`src/rtl/fetch_stage_if.sv`:
```
`default_nettype none
// ============================================================================
// Module      : fetch_stage_if
// Description : Instruction-memory, hazard/redirect and IF/ID signal bundle
//               for the fetch stage.
// Revision    : 1.0 - initial release
// ============================================================================
interface fetch_stage_if;
    logic        imem_en;
    logic [15:0] imem_addr;
    logic [15:0] imem_rdata;
    logic        stall;
    logic        redirect_en;
    logic [15:0] redirect_pc;
    logic [15:0] inst;
    logic [15:0] inst_pc;
    logic        inst_valid;
    logic        fetch_halted;

    modport master (
        output imem_en, imem_addr, inst, inst_pc, inst_valid, fetch_halted,
        input  imem_rdata, stall, redirect_en, redirect_pc
    );

    modport slave (
        input  imem_en, imem_addr, inst, inst_pc, inst_valid, fetch_halted,
        output imem_rdata, stall, redirect_en, redirect_pc
    );
endinterface
`default_nettype wire

```
`src/rtl/fetch_stage.sv`:
```
`default_nettype none
// ============================================================================
// Module      : fetch_stage
// Description : PC owner and IF/ID producer with one-entry skid, redirect
//               and HALT handling.
// Revision    : 1.0 - initial release
// ============================================================================
module fetch_stage #(
    parameter logic [15:0] RESET_PC = 16'h0000,
    parameter logic [3:0]  HALT_OP  = 4'h1,
    parameter logic [15:0] NOP_INST = 16'h0000
) (
    input  wire logic      clk,
    input  wire logic      rst_n,
    fetch_stage_if.master  bus
);

    typedef enum logic [0:0] {
        ST_RUN    = 1'b0,
        ST_HALTED = 1'b1
    } state_t;

    state_t      r_state;
    state_t      w_state_nxt;

    logic [15:0] r_pc;
    logic        r_inflight;
    logic [15:0] r_inflight_pc;
    logic        r_skid_valid;
    logic [15:0] r_skid_inst;
    logic [15:0] r_skid_pc;
    logic [15:0] r_inst;
    logic [15:0] r_inst_pc;
    logic        r_inst_valid;

    logic        w_imem_en;
    logic [15:0] w_imem_addr;
    logic        w_load;
    logic [15:0] w_load_inst;
    logic [15:0] w_load_pc;

    always_ff @(posedge clk) begin
        if (!rst_n) r_state <= ST_RUN;
        else        r_state <= w_state_nxt;
    end

    // Redirect outranks stall and HALTED; the skid drains before new responses.
    always_comb begin
        w_state_nxt = r_state;
        w_imem_en   = 1'b0;
        w_imem_addr = r_pc;
        w_load      = 1'b0;
        w_load_inst = NOP_INST;
        w_load_pc   = r_inst_pc;
        if (bus.redirect_en) begin
            w_imem_en   = 1'b1;
            w_imem_addr = bus.redirect_pc;
            w_state_nxt = ST_RUN;
        end else if (r_state == ST_RUN) begin
            if (!bus.stall && !r_skid_valid) begin
                w_imem_en = 1'b1;
            end
            if (!bus.stall) begin
                if (r_skid_valid) begin
                    w_load      = 1'b1;
                    w_load_inst = r_skid_inst;
                    w_load_pc   = r_skid_pc;
                end else if (r_inflight) begin
                    w_load      = 1'b1;
                    w_load_inst = bus.imem_rdata;
                    w_load_pc   = r_inflight_pc;
                end
            end
            if (w_load && (w_load_inst[15:12] == HALT_OP)) begin
                w_state_nxt = ST_HALTED;
            end
        end
        if (!rst_n) begin
            w_imem_en = 1'b0;
        end
    end

    always_ff @(posedge clk) begin
        if (!rst_n) begin
            r_pc          <= RESET_PC;
            r_inflight    <= 1'b0;
            r_inflight_pc <= 16'h0000;
            r_skid_valid  <= 1'b0;
            r_skid_inst   <= NOP_INST;
            r_skid_pc     <= 16'h0000;
            r_inst        <= NOP_INST;
            r_inst_pc     <= 16'h0000;
            r_inst_valid  <= 1'b0;
        end else begin
            r_inflight    <= w_imem_en;
            r_inflight_pc <= w_imem_addr;
            if (bus.redirect_en) begin
                r_pc <= bus.redirect_pc + 16'd1;
            end else if (w_imem_en) begin
                r_pc <= r_pc + 16'd1;
            end

            // A response arriving in a redirect or HALTED cycle is simply dropped.
            if (bus.redirect_en) begin
                r_inst_valid <= 1'b0;
                r_inst       <= NOP_INST;
                r_skid_valid <= 1'b0;
            end else if (r_state == ST_HALTED) begin
                r_skid_valid <= 1'b0;
                if (!bus.stall) begin
                    r_inst_valid <= 1'b0;
                    r_inst       <= NOP_INST;
                end
            end else if (!bus.stall) begin
                r_skid_valid <= 1'b0;
                if (w_load) begin
                    r_inst_valid <= 1'b1;
                    r_inst       <= w_load_inst;
                    r_inst_pc    <= w_load_pc;
                end else begin
                    r_inst_valid <= 1'b0;
                    r_inst       <= NOP_INST;
                end
            end else if (r_inflight) begin
                r_skid_valid <= 1'b1;
                r_skid_inst  <= bus.imem_rdata;
                r_skid_pc    <= r_inflight_pc;
            end
        end
    end

    assign bus.imem_en      = w_imem_en;
    assign bus.imem_addr    = w_imem_addr;
    assign bus.inst         = r_inst;
    assign bus.inst_pc      = r_inst_pc;
    assign bus.inst_valid   = r_inst_valid;
    assign bus.fetch_halted = (r_state == ST_HALTED);

endmodule
`default_nettype wire

```
`src/flat_wrapper.sv`:
```
// flat-port wrapper written by rule: the top's interface ports become plain ports
module fetch_stage_flat 
#(
    parameter logic [15:0] RESET_PC = 16'h0000,
    parameter logic [3:0]  HALT_OP  = 4'h1,
    parameter logic [15:0] NOP_INST = 16'h0000
)
  (clk, rst_n, bus_imem_en, bus_imem_addr, bus_inst, bus_inst_pc, bus_inst_valid, bus_fetch_halted, bus_imem_rdata, bus_stall, bus_redirect_en, bus_redirect_pc);
  fetch_stage_if bus_i ();
  input  wire logic clk;
  input  wire logic rst_n;
  output wire logic [$bits(bus_i.imem_en)-1:0] bus_imem_en;
  output wire logic [$bits(bus_i.imem_addr)-1:0] bus_imem_addr;
  output wire logic [$bits(bus_i.inst)-1:0] bus_inst;
  output wire logic [$bits(bus_i.inst_pc)-1:0] bus_inst_pc;
  output wire logic [$bits(bus_i.inst_valid)-1:0] bus_inst_valid;
  output wire logic [$bits(bus_i.fetch_halted)-1:0] bus_fetch_halted;
  input wire logic [$bits(bus_i.imem_rdata)-1:0] bus_imem_rdata;
  input wire logic [$bits(bus_i.stall)-1:0] bus_stall;
  input wire logic [$bits(bus_i.redirect_en)-1:0] bus_redirect_en;
  input wire logic [$bits(bus_i.redirect_pc)-1:0] bus_redirect_pc;
  assign bus_imem_en = bus_i.imem_en;
  assign bus_imem_addr = bus_i.imem_addr;
  assign bus_inst = bus_i.inst;
  assign bus_inst_pc = bus_i.inst_pc;
  assign bus_inst_valid = bus_i.inst_valid;
  assign bus_fetch_halted = bus_i.fetch_halted;
  assign bus_i.imem_rdata = bus_imem_rdata;
  assign bus_i.stall = bus_stall;
  assign bus_i.redirect_en = bus_redirect_en;
  assign bus_i.redirect_pc = bus_redirect_pc;
  fetch_stage #(.RESET_PC(RESET_PC), .HALT_OP(HALT_OP), .NOP_INST(NOP_INST)) u_core (.clk(clk), .rst_n(rst_n), .bus(bus_i));
endmodule
```
`config.mk`:
```
export PLATFORM = sky130hd
export DESIGN_NAME = fetch_stage_flat
export DESIGN_NICKNAME = d
export VERILOG_FILES = /design/src/rtl/fetch_stage_if.sv /design/src/rtl/fetch_stage.sv /design/src/flat_wrapper.sv
export SDC_FILE = /design/constraint.sdc
export NUM_CORES = 1
export LEC_CHECK = 0
export BUFFER_PORTS_ARGS = -buffer_cell sky130_fd_sc_hd__buf_4
export CAP_MARGIN = 20
export CORE_MARGIN = 3
export CORE_UTILIZATION = 52
export CTS_BUF_LIST = sky130_fd_sc_hd__clkbuf_2
export DETAILED_ROUTE_END_ITERATION = 8
export PLACE_DENSITY = 0.76
export SLEW_MARGIN = 40
export SYNTH_ARGS = -nofsm -noshare
export SYNTH_HDL_FRONTEND = slang
export SYNTH_SLANG_ARGS = --single-unit
```
`constraint.sdc`:
```
create_clock -name clk -period 6.22 [get_ports clk]
set_input_delay 1.244 -clock clk [delete_from_list [all_inputs] [get_ports clk]]
set_output_delay 1.244 -clock clk [all_outputs]
set_load 0.005 [all_outputs]
```
# Word level (Yosys, flattened, before mapping)
# Index checks and enable logic that the tools add are counted.
# Widths: inputs -> output; s select.
[classes] n_addsub=2 eq_ne=1 muxes=31 bitwise_logic=4 n_reduce_logical=10
[op_table] op="$mux 16" count=14
[op_table] op="$add 16x1->16 const B" count=2
[op_table] op="$mux 1" count=17
[op_table] op="$reduce_and 5->1" count=1
[op_table] op="$eq 4x1->1 const B" count=1
[op_table] op="$not 1->1" count=4
[op_table] op="$reduce_and 4->1" count=1
[op_table] op="$reduce_bool 2->1" count=2
[op_table] op="$reduce_or 4->1" count=1
[op_table] op="$logic_and 1x1->1" count=2
[op_table] op="$logic_not 1->1" count=2
[op_table] op="$reduce_or 2->1" count=1
[totals] reg_bits=100 input_bits=36 output_inout_bits=51 elab_cells=58

# Depth between registers and ports, before layout
[logic_depth] ltp_word=10 ltp_mapped=11 ltp_nobuf=8

# Worst setup path after synthesis
# Ideal clock, no wire load.
[synth_timing] path_type="input to output" start="input bus_redirect_en" end="output bus_imem_addr[2]" arrival_time_ns=2.140 required_time_ns=4.976 slack_ns=2.836 stages=4 n_path_buf=3 cell_sequence="buf_6 buf_6 clkbuf_1 mux2_2"
[synth_between] elab_chain_len=1
[synth_lines] item="start: declaration" line="flat_wrapper.sv:20" text="input wire logic [$bits(bus_i.redirect_en)-1:0] bus_redirect_en;"
[synth_lines] item="$mux 16" line="fetch_stage.sv:55" text="if (bus.redirect_en) begin"
[synth_lines] item="end: declaration" line="flat_wrapper.sv:13" text="output wire logic [$bits(bus_i.imem_addr)-1:0] bus_imem_addr;"
# No other way between the ends.

# Final worst setup path
[layout_timing] start="input bus_stall" end="output bus_imem_en"
[layout_between] elab_chain_len=6
[layout_lines] item="start: declaration" line="flat_wrapper.sv:19" text="input wire logic [$bits(bus_i.stall)-1:0] bus_stall;"
[layout_lines] item="$logic_not 1->1" line="fetch_stage.sv:60" text="if (!bus.stall && !r_skid_valid) begin"
[layout_lines] item="$logic_and 1x1->1" line="fetch_stage.sv:60"
[layout_lines] item="$mux 1" line="fetch_stage.sv:60"
[layout_lines] item="$mux 1" line="fetch_stage.sv:59" text="end else if (r_state == ST_RUN) begin"
[layout_lines] item="$mux 1" line="fetch_stage.sv:55"
[layout_lines] item="$mux 1" line="fetch_stage.sv:78" text="if (!rst_n) begin"
[layout_lines] item="end: declaration" line="flat_wrapper.sv:12" text="output wire logic [$bits(bus_i.imem_en)-1:0] bus_imem_en;"
# No other way between the ends.

==> flow_metrics.py <==
metrics = {
    "status": {
        "status": "complete, no violations",
    },
    "yosys": {
        "synth_compound_area_frac": 0.201,
        "synth_edf_count": 0,
        "synth.cell_area_sq_mm": 0.00436,
        "ys_ff_latch": 100,
        "ys_warn_count": 0,
        "avgSynthCellArea_sq_um": 8.71,
        "synth_ff_type": "dfxtp_1",
        "synth_cell_types": 39,
        "synthMuxAreaShare": 0.0728,
        "ys_seq_area_frac": 0.459,
        "netlist_instances": 501,
        "yosys.area_share.adder": 0.00287,
        "synth_top_family_by_area": "compound AO/OA/AOI/OAI gates",
        "syn_nets": 538,
        "synth_xor_xnor_area_share": 0.0301,
        "async_reset_ff_frac": 0,
        "synthSimpleGateAreaFrac": 0.188,
    },
    "routing": {
        "vias": 3617,
        "routed_wl_um": 9480,
        "ant_nets": 0,
        "drt_iter0_drc": 176,
        "drtPass1Iterations": 5,
        "drcViolationCount": 0,
        "vias_per_cell": 5.39,
        "routedWlPerCell_um": 14.1,
    },
    "floorplanning": {
        "fp-row-count": 32,
        "fp.dieH_um": 97.6,
        "fp.dieArea_sq_mm": 0.00953,
        "core_sq_mm": 0.00793,
        "die_w_um": 97.6,
        "start_util": 0.551,
        "ios": 87,
    },
    "final_layout": {
        "drive_above_1_share": 0.200,
        "area_delta_synth_final_pct": 18.3,
        "final_common_cell": "nand2_1",
        "layout_common_cells": "120 x nand2_1, 99 x dfxtp_1, 89 x buf_4",
        "diodes": 0,
        "nNetsFinal": 602,
        "fin_area_sq_mm": 0.00516,
        "nFillCells": 681,
    },
    "global_routing": {
        "groute.usage.overall": 0.200,
        "grt_pass1_wl_um": 16100,
        "antenna_found_initial": 0,
        "grt_max_degree": 86,
        "grt_overflow": 0,
        "grt_pass1_vias": 3347,
    },
    "timing": {
        "finalHoldViolCount": 0,
        "fin_ws_ps": 2320,
        "rsz0062_at_grt": "no",
        "hold_ws_ps": 465,
        "max_freq_mhz": 256,
        "min_period_ps": 3900,
        "tightest_slew_ps": 844,
        "tns_ps": 0,
        "finalClockSkew_ps": 26.1,
        "slew_headroom": 0.437,
        "setup_viol": 0,
        "fin_crit_sh": 0.627,
        "maxSlewViolCount": 0,
    },
    "power_and_ir_drop": {
        "comb_power_share": 0.127,
        "p_seq_frac": 0.568,
        "p_int_w": 0.000918,
        "p_leak_nw": 2.25,
        "clock_power_share": 0.305,
        "p_per_area_mw_per_mm2": 236,
        "power.switching_w": 0.000299,
        "p_sw_frac": 0.246,
        "ir_drop_mv": 0.109,
    },
    "clock_tree": {
        "clk_latency_ps": 520,
        "cts_htree_levels": 3,
        "root_buffer": "clkbuf_2",
        "cts_setup_buffers": 0,
        "cts_resized": 0,
        "cts_made_buffers": 9,
        "cts_buffer_depth": 2,
        "clock-sinks": 100,
        "cts.clk_slew.worst_paths_ps": 250,
        "cts_tree": "done",
        "cts.hold.buffers_added": 0,
    },
    "worst_setup_path": {
        "critPathMaxFanout": 22,
        "critPathLaunchType": "input pin",
        "r2r-start": "u_core.r_pc[0]",
        "reg2regPathDepth": 8,
        "reg2reg_to": "u_core.r_pc[14]",
        "crit_type": "in2out",
        "r2r_setup_slack_ps": 3860,
        "critPathRequiredTime_ps": 4980,
        "cp.arrival_ps": 2660,
        "critPathCaptureType": "output pin",
    },
    "place": {
        "pre_cts_slack_ps": 2330,
        "dp_hpwl_um": 6440,
        "port-buffer-count": 86,
        "placed_cell_area_sq_mm": 0.00501,
        "gp_congestion": 0.875,
    },
    "job": {
        "drv_cap": 0,
    },
    "min_path": {
        "min_to": "u_core.r_skid_pc[2]",
        "hp-start": "u_core.r_inflight_pc[2]",
        "whs_path_depth": 2,
        "hold_class": "reg2reg",
    },
}
==> sequential cells by signal, indices dropped and copies added, names as in the netlist <==
signal and count:
u_core.bus.inst 16, u_core.r_inflight_pc 16, u_core.bus.inst_valid 1, u_core.bus.fetch_halted 1
u_core.bus.inst_pc 16, u_core.r_inflight 1, u_core.r_skid_valid 1, u_core.r_skid_inst 16
u_core.r_skid_pc 16, u_core.r_pc 16
==> stage by stage <==
| step | instances | util | total power [W] |
|---|---|---|---|
| 6_report | 671 | 0.651 | 0.00122 |
| 3_5_place_dp | 656 | 0.632 | 0.000858 |
| 4_1_cts | 671 | 0.651 | 0.00123 |
| 5_1_grt | 671 | 0.651 | 0.00128 |
| 3_3_place_gp | 656 | 0.632 | 0.000855 |
| 2_1_floorplan | 501 | - | 0.000791 |
==> kinds of logic after synthesis <==
family,Yosys count
DFF,100
AOI/OAI and AO/OA,120
and+or+nand+nor,186
adders and majority gates,1
xor gates and xnor gates,15
muxes,31
buffers and inverters,48
==> power groups by stage <==
stage	Sequential, W	Clock, W	Combinational [W]
finish	0.000690	0.000371	0.000155
global route	0.000695	0.000408	0.000172
CTS	0.000691	0.000381	0.000156
detailed placement	0.000703	0	0.000155
global placement	0.000702	0	0.000153
floorplan	0.000695	0	0.0000963
==> worst max path at each step <==
stage	cells past startpoint	end	slack, ps	start
floorplan	4	bus_imem_addr[2]	2840	bus_redirect_en
global placement	5	bus_imem_en	2370	bus_stall
detailed placement	5	bus_imem_en	2330	bus_stall
CTS	5	bus_imem_en	2330	bus_stall
global route	5	bus_imem_en	2170	bus_stall
finish	5	bus_imem_en	2320	bus_stall
==> worst max-delay path, stage by stage <==
cell,delay [ps]
buf_4,190
nor3_1,540
or2_2,380
and2_1,190
buf_4,120
==> cell usage after synthesis (11+ instances only) <==
| library cell | number | share of area |
|---|---|---|
| a21boi_0 | 36 | 0.062 |
| mux2i_1 | 25 | 0.057 |
| dfxtp_1 | 100 | 0.46 |
| xnor2_1 | 12 | 0.024 |
| clkbuf_1 | 28 | 0.024 |
| and2_1 | 11 | 0.016 |
| inv_1 | 12 | 0.010 |
| o21ai_0 | 24 | 0.028 |
| nand2_1 | 120 | 0.10 |
| o211a_1 | 19 | 0.044 |
| a22oi_1 | 17 | 0.029 |
| nor2_1 | 20 | 0.017 |
| a21oi_1 | 12 | 0.014 |
==> per-layer routing <==
layer | up-vias | share of wire | GRT usage
li1 | 1832 | - | -
met1 | 1686 | 0.50 | 0.289
met2 | 93 | 0.44 | 0.306
met3 | 6 | 0.053 | 0.0345
met4 | 0 | 0.0071 | 0.0586
met5 | - | 0 | 0
==> final cells by class <==
type / instances / area, sq um / share of cell area
clock buffers: 10 / 50.0 / 0.00969
clock inverters: 5 / 100 / 0.0194
inverters: 12 / 45.0 / 0.00873
multi-input cells: 353 / 2170 / 0.420
flip-flops and latches: 100 / 2010 / 0.389
well taps: 102 / 128 / 0.0247
repair buffers: 89 / 668 / 0.129
Note: power is estimated with default switching activity, not from simulation.
